### src/rtl/rx_frame_parser.sv
// rx_frame_parser: strips preamble/SFD/FCS from a byte-wide RGMII receive
// stream and flags CRC, runt, oversize and rxEr errors on the last byte.
//
// Ports:
//   clkIn       125 MHz receive clock (only clock)
//   rstIn       asynchronous active-high reset
//   rxDvIn      receive data valid
//   rxErIn      receive error, qualified by rxDvIn
//   rxDataIn    received byte
//   dataOut     payload byte (preamble, SFD, FCS removed)
//   validOut    dataOut valid, single cycle, no backpressure
//   lastOut     final payload byte of the frame
//   fcsErrOut   CRC mismatch, meaningful with lastOut
//   frameErrOut runt/oversize/rxEr, meaningful with lastOut
//   goodCntOut  saturating count of good frames
//   badCntOut   saturating count of errored or dropped frames
module rx_frame_parser #(
  parameter int MIN_LEN = 64,
  parameter int MAX_LEN = 1518
) (
  input  logic        clkIn,
  input  logic        rstIn,
  input  logic        rxDvIn,
  input  logic        rxErIn,
  input  logic [7:0]  rxDataIn,
  output logic [7:0]  dataOut,
  output logic        validOut,
  output logic        lastOut,
  output logic        fcsErrOut,
  output logic        frameErrOut,
  output logic [15:0] goodCntOut,
  output logic [15:0] badCntOut
);

  typedef enum logic [1:0] {
    IDLE,
    PREAMBLE,
    DATA,
    DROP
  } state_t;

  localparam logic [31:0] CRC_POLY = 32'hEDB88320;
  localparam logic [31:0] CRC_INIT = 32'hFFFFFFFF;
  localparam logic [31:0] CRC_RES  = 32'hDEBB20E3;
  localparam logic [10:0] MIN_L    = 11'(MIN_LEN);
  localparam logic [10:0] MAX_L    = 11'(MAX_LEN);
  localparam logic [10:0] DLY      = 11'd5;

  function automatic logic [31:0] crcByte(
    input logic [31:0] c,
    input logic [7:0]  d
  );
    logic [31:0] r;
    r = c ^ {24'd0, d};
    for (int i = 0; i < 8; i++) begin
      r = r[0] ? ((r >> 1) ^ CRC_POLY) : (r >> 1);
    end
    return r;
  endfunction

  state_t          state, stateNxt;
  logic [4:0][7:0] dl, dlNxt;
  logic [10:0]     lenCnt, lenNxt;
  logic [31:0]     crc, crcNxt;
  logic            erSeen, erNxt;
  // Cleared by reset; set once rxDvIn=0 is seen, so a frame already
  // in flight when reset drops is discarded without being counted.
  logic            armed, armedNxt;
  logic [7:0]      dataNxt;
  logic            validNxt, lastNxt;
  logic            fcsNxt, frameNxt;
  logic            goodInc, badInc;
  logic [15:0]     goodNxt, badNxt;

  always_comb begin
    stateNxt = state;
    dlNxt    = dl;
    lenNxt   = lenCnt;
    crcNxt   = crc;
    erNxt    = erSeen;
    armedNxt = armed | ~rxDvIn;
    dataNxt  = dataOut;
    validNxt = 1'b0;
    lastNxt  = 1'b0;
    fcsNxt   = 1'b0;
    frameNxt = 1'b0;
    goodInc  = 1'b0;
    badInc   = 1'b0;
    unique case (state)
      IDLE: begin
        if (rxDvIn) begin
          if (!armed) begin
            stateNxt = DROP;
          end else if (rxDataIn == 8'h55) begin
            stateNxt = PREAMBLE;
          end else begin
            stateNxt = DROP;
            badInc   = 1'b1;
          end
        end
      end
      PREAMBLE: begin
        if (!rxDvIn) begin
          stateNxt = IDLE;
          badInc   = 1'b1;
        end else if (rxDataIn == 8'hD5) begin
          stateNxt = DATA;
          lenNxt   = '0;
          crcNxt   = CRC_INIT;
          erNxt    = 1'b0;
        end else if (rxDataIn != 8'h55) begin
          stateNxt = DROP;
          badInc   = 1'b1;
        end
      end
      DATA: begin
        if (rxDvIn) begin
          dlNxt  = {dl[3:0], rxDataIn};
          crcNxt = crcByte(crc, rxDataIn);
          if (lenCnt != '1) begin
            lenNxt = lenCnt + 11'd1;
          end
          if (rxErIn) begin
            erNxt = 1'b1;
          end
          if (lenCnt >= DLY) begin
            validNxt = 1'b1;
            dataNxt  = dl[4];
          end
          // Byte MAX_LEN+1: close the frame on the beat already due.
          if (lenCnt == MAX_L) begin
            lastNxt  = 1'b1;
            frameNxt = 1'b1;
            badInc   = 1'b1;
            stateNxt = DROP;
          end
        end else begin
          stateNxt = IDLE;
          if (lenCnt < DLY) begin
            badInc = 1'b1;
          end else begin
            validNxt = 1'b1;
            lastNxt  = 1'b1;
            dataNxt  = dl[4];
            fcsNxt   = (crc != CRC_RES);
            frameNxt = erSeen || (lenCnt < MIN_L);
            if (fcsNxt || frameNxt) begin
              badInc = 1'b1;
            end else begin
              goodInc = 1'b1;
            end
          end
        end
      end
      DROP: begin
        if (!rxDvIn) begin
          stateNxt = IDLE;
        end
      end
      default: stateNxt = IDLE;
    endcase
    goodNxt = goodCntOut;
    if (goodInc && goodCntOut != 16'hFFFF) begin
      goodNxt = goodCntOut + 16'd1;
    end
    badNxt = badCntOut;
    if (badInc && badCntOut != 16'hFFFF) begin
      badNxt = badCntOut + 16'd1;
    end
  end

  always_ff @(posedge clkIn or posedge rstIn) begin
    if (rstIn) begin
      state       <= IDLE;
      dl          <= '0;
      lenCnt      <= '0;
      crc         <= '0;
      erSeen      <= 1'b0;
      armed       <= 1'b0;
      dataOut     <= 8'h00;
      validOut    <= 1'b0;
      lastOut     <= 1'b0;
      fcsErrOut   <= 1'b0;
      frameErrOut <= 1'b0;
      goodCntOut  <= 16'd0;
      badCntOut   <= 16'd0;
    end else begin
      state       <= stateNxt;
      dl          <= dlNxt;
      lenCnt      <= lenNxt;
      crc         <= crcNxt;
      erSeen      <= erNxt;
      armed       <= armedNxt;
      dataOut     <= dataNxt;
      validOut    <= validNxt;
      lastOut     <= lastNxt;
      fcsErrOut   <= fcsNxt;
      frameErrOut <= frameNxt;
      goodCntOut  <= goodNxt;
      badCntOut   <= badNxt;
    end
  end

endmodule

### config.mk
export PLATFORM = sky130hd
export DESIGN_NAME = rx_frame_parser
export DESIGN_NICKNAME = d
export VERILOG_FILES = /design/src/rtl/rx_frame_parser.sv
export SDC_FILE = /design/constraint.sdc
export NUM_CORES = 1
export LEC_CHECK = 0
export BUFFER_PORTS_ARGS = -buffer_cell sky130_fd_sc_hd__buf_4
export CAP_MARGIN = 20
export CORE_MARGIN = 5
export CORE_UTILIZATION = 56
export DETAILED_ROUTE_END_ITERATION = 10
export PLACE_DENSITY_LB_ADDON = 0.12
export RECOVER_POWER = 50
export SLEW_MARGIN = 20
export SYNTH_ARGS = -nofsm -noshare
export SYNTH_HDL_FRONTEND = slang
export SYNTH_SLANG_ARGS = --single-unit
### constraint.sdc
create_clock -name clkIn -period 12 [get_ports clkIn]
set_clock_uncertainty 0.1 [all_clocks]
set_input_delay 1.2 -clock clkIn [delete_from_list [all_inputs] [get_ports clkIn]]
set_output_delay 1.2 -clock clkIn [all_outputs]
set_load 0.01 [all_outputs]
* Yosys cells after proc, flatten, opt, wreduce, memory -nomap -nowiden *
Index checks and enable logic that the tools add are counted.

word-level totals
  bits in latches = 0
  word-level logic and storage cells = 130
  bits in registers = 131
  bits in read-only memories = 0
  bits of input ports = 12
  memories = 0
  bits in writable memories = 0

operators by class
  $mul = 0
  reductions and logical operators = 12
  muxes and demuxes = 62
  eq/ne operators = 22
  add/subtract/negate cells = 3
  magnitude comparators = 3
  shifts and indexed selects = 0
  div/mod/pow operators = 0
  bitwise operators = 11

operators with widths
  operator                 count
  $mux W32                 11
  $not A13 Y14             8
  $pmux W32 S2             1
  $mux W11                 4
  $add A16 B1 Y16 const B  2
  $ne A16 B16 Y1 const B   2
  $ne A32 B32 Y1 const B   1
  $xor A32 B8 Y32          1
  $mux W1                  30
  $mux W8                  3
  $pmux W11 S2             1
  $mux W2                  9
  $ne A2 B2 Y1 const B     8
  $add A11 B1 Y11 const B  1
  $eq A11 B11 Y1 const B   1
  $ge A11 B3 Y1 const B    1
  $lt A11 B3 Y1 const B    1
  $lt A11 B7 Y1 const B    1
  $ne A11 B11 Y1 const B   1
  $reduce_and A5 Y1        2
  $eq A8 B7 Y1 const B     1
  $eq A8 B8 Y1 const B     1
  $ne A8 B7 Y1 const B     1
  $pmux W2 S4              1
  16 further kinds         20

* Logic depth before layout (Yosys ltp) *
  word-level depth = 19
  depth in mapped cells = 9
  depth with buffers taken out = 8

* Worst setup path before layout *
Ideal clock, no wire load.

  kind = input -> register
  from = in rxDataIn[0]
  to = reg crc[20]
  setup slack = 9.141 ns
  setup time = 0.137 ns
  cell stages on the path = 6
  required time = 11.763 ns
  buffers on the path = 0
  arrival = 2.622 ns
  path through = xnor2_2 xnor2_2 xor2_1 xnor3_1 xnor2_1 a21oi_1

on the way
  word-level cells in the longest chain between the ends = 16
  elaborated cells between the ends (all ways) = 19
  those cells by class = eq/ne (2); mux (10); bitwise (6); reduce/logical (1)

RTL lines
  item                           RTL line  source
  from (decl)                    25        input logic [7:0] rxDataIn,
  $xor A32 B8 Y32                54        r = c ^ {24'd0, d};
  $mux W32                       56        r = r[0] ? ((r >> 1) ^ CRC_POLY) : (r >> 1);
  $not A13 Y14 (no source line)  --
  $mux W32 (2 in a row)          56
  $not A13 Y14 (no source line)  --
  $mux W32                       56
  $not A13 Y14 (no source line)  --
  $mux W32 (2 in a row)          56
  $not A13 Y14 (no source line)  --
  $mux W32                       56
  $not A13 Y14 (no source line)  --
  $mux W32                       56
  $mux W32                       117       if (rxDvIn) begin
  $pmux W32 S2                   89        unique case (state)
  to (signal assigned)           191       crc <= crcNxt;
  to (decl)                      64        logic [31:0] crc, crcNxt;

Several ways; a longest one is shown, not always the timed one. The select of a mux whose other input is x is not followed.
A chain may end at the register's enable or synchronous reset.

==> results.cfg <==
[cells_and_area]
fillers = 906
diodes = 0
post-route-cell-area_sq_um = 7210
layout.nets = 701
fin_util_pct = 66.2
areaGrowthSynthToFinish_pct = 15.0
stdcell_count = 837
drive_above_1_share_pct = 9.04

[timing]
finalSetupViolCount = 0
finalCritPeriodShare_pct = 48.0
maxSlewViolCount = 226
final_hold_viol_count = 0
final.min_clock_period_ns = 5.76
worst_slack_ns = 6.24
rsz0062_at_grt = no
max_freq_mhz = 174
tns_ns = 0
worst_pin_slew_ns = 3.61
slew_headroom_pct = -141

[job]
maxCapViolCount = 4

[drt]
vias = 4521
wl_mm = 13.0
drt-vias-per-instance = 5.40
drtIter0Drc = 391
drc = 0
ant_nets = 0
drt_pass1_iterations = 5
wl_per_cell_um = 15.6

[critical_path]
rrSetupSlack_ns = 7.88
crit_type = primary input to asynchronous set/reset pin
worstPathArrival_ns = 5.45
crit_chain = clkbuf_4 -> clkinvlp_2 -> clkbuf_1
cp-start-kind = primary input
cp_slowest_cell = clkbuf_1
cp_slowest_stage_delay_ns = 2.64
required_ns = 11.69
cp_max_fo = 72
crit_path_end_kind = asynchronous set/reset pin

[floorplan]
fp.coreArea_sq_um = 10900
ios = 56
die_x_um = 116
die_y_um = 116
die_area_sq_um = 13400
placementRows = 38
start_util_pct = 57.6

[hold_path]
hp-class = flip-flop to flip-flop

[pwr]
power_density_nw_per_um2 = 266
peakVddDrop_v = 0.000258
p_leak_nw = 3.33

[logic_synthesis]
syn_inst = 629
synth_ff_type = dfrtp_1
avgSynthCellArea_sq_um = 9.97
synth_cell_type_count = 55
ys_seq_area_share_pct = 52.3
synth-seq-cells = 131
async_flop_share_pct = 100
syn-num-nets = 646
ys_warn_count = 0
synth_area_sq_um = 6270
synth_edf_count = 0

[clock_tree]
clock_path_buffers = 2
cts_tree = built
cts.sinks = 131
clkLatencyLatePin_ns = 0.52
cts_setup_buffers = 0
ctsRootBufferMaster = clkbuf_8
numCtsBuffers = 17
ctsResizeCount = 0
postCtsHoldBufs = 0
htreeDepth = 4
clk_pin_slew_ns = 0.06

[global_routing]
antenna_found_initial = 0
grt_max_degree = 73
grt_pass1_vias = 4372
grt_usage_pct = 20.6
overflow = 0
grt_pass1_wl_mm = 21.7

[place]
dpl_cell_area_sq_um = 6800
place_inst = 805
port_buffers = 55
dp_hpwl_mm = 8.72
place_congestion = 0.870
dp_slack_ns = 8.65

[outcome]
violations = max-capacitance violations, max-slew violations
status = finished with violations
-- cells by family (layout without fill, tap and decap cells) --
family,after synthesis,after routing,synth area share (%)
buffers and inverters,35,103,2.29
multiplexers,3,3,0.598
flip-flops,131,131,52.3
AO/OA/AOI/OAI,52,52,5.59
adder cells (fa/ha/maj),5,5,0.998
XOR/XNOR,105,105,15.8
AND/OR/NAND/NOR,298,298,22.4
-- cells in the final DEF, fill, tap and decap left out, drive strengths merged, types with 3 or more instances in the layout --
master	Yosys	routed
a21oi	21	21
nand4	12	12
o22a	7	7
clkbuf	19	70
bufinv	0	3
clkinv	1	8
inv	11	10
and2	4	4
nor4	7	7
nor3	11	11
o21ai	4	4
nor2	50	50
ha	5	5
dfrtp	131	131
nand3	16	16
xor2	36	36
mux2	3	3
nand4b	5	5
nand2	161	161
a22oi	9	9
buf	4	9
nand3b	3	3
xnor2	68	68
clkinvlp	0	3
and3	11	11
-- cell type report --
class	instances	area (sq um)	area share (%)
Clock buffer	20	455	6.32
Sequential cell	131	3280	45.5
Clock inverter	12	155	2.15
Timing Repair Buffer	59	259	3.59
Inverter	12	46.3	0.642
Multi-Input combinational cell	463	2840	39.4
Tap cell	140	175	2.43
-- Yosys cell counts, drive strengths merged (7+ instances only) --
library cell  instances  area [sq um]
xor2                 36           323
nor2                 50           188
nand4                12          75.1
nor4                  7          62.6
nor3                 11          80.1
dfrtp               131          3280
nand3                16          80.1
nand2               161           604
o22a                  7          61.3
a22oi                 9          67.6
inv                  11          41.3
xnor2                68           648
clkbuf               19          71.3
and3                 11          68.8
a21oi                21           105
-- routing by layer --
metal	GRT usage [%]	share of wire [%]	vias to the layer above	routed length, um
li1	-	-	2205	-
met1	28.0	46	2186	6020
met2	32.4	47	114	6100
met3	5.01	5.6	16	736
met4	7.89	1.4	0	188
met5	0	0	-	0
-- through the flow --
step | total power [mW] | hold WS (ns)
global route | 2.03 | 0.381
detailed placement | 1.42 | 0.352
CTS | 1.95 | 0.364
finish | 1.92 | 0.363
global placement | 1.40 | 0.347
floorplan | 1.24 | 0.337
-- power by group --
group | internal, mW | switching [mW]
sequential | 0.559 | 0.106
combinational | 0.347 | 0.386
clock | 0.333 | 0.188
-- flip-flops by register name, summed over array words and instances, names as in the netlist, 2 cells and up --
register    flops
badCntOut      16
crc            32
dataOut         8
dl             40
goodCntOut     16
lenCnt         11
state           2
-- path summary, 6_finish.rpt --
kind                                      startpoint                        end  depth (start not counted)
worst max register to register  state[0]$_DFFE_PP0P_         dl[36]$_DFFE_PP0P_                          5
worst min register to register    dl[31]$_DFFE_PP0P_         dl[39]$_DFFE_PP0P_                          2
max in group clkIn                            rxDvIn         dl[36]$_DFFE_PP0P_                          6
worst max-delay path                           rstIn     dataOut[4]$_DFFE_PP0P_                          3
worst min-delay path              dl[31]$_DFFE_PP0P_         dl[39]$_DFFE_PP0P_                          2
min in group asynchronous                      rstIn  goodCntOut[2]$_DFFE_PP0P_                          2
-- critical path, delay by kind of cell --
family	cells	cell delay, ns
buf+inv	3	4.20
Power figures use the tool's default switching activity.
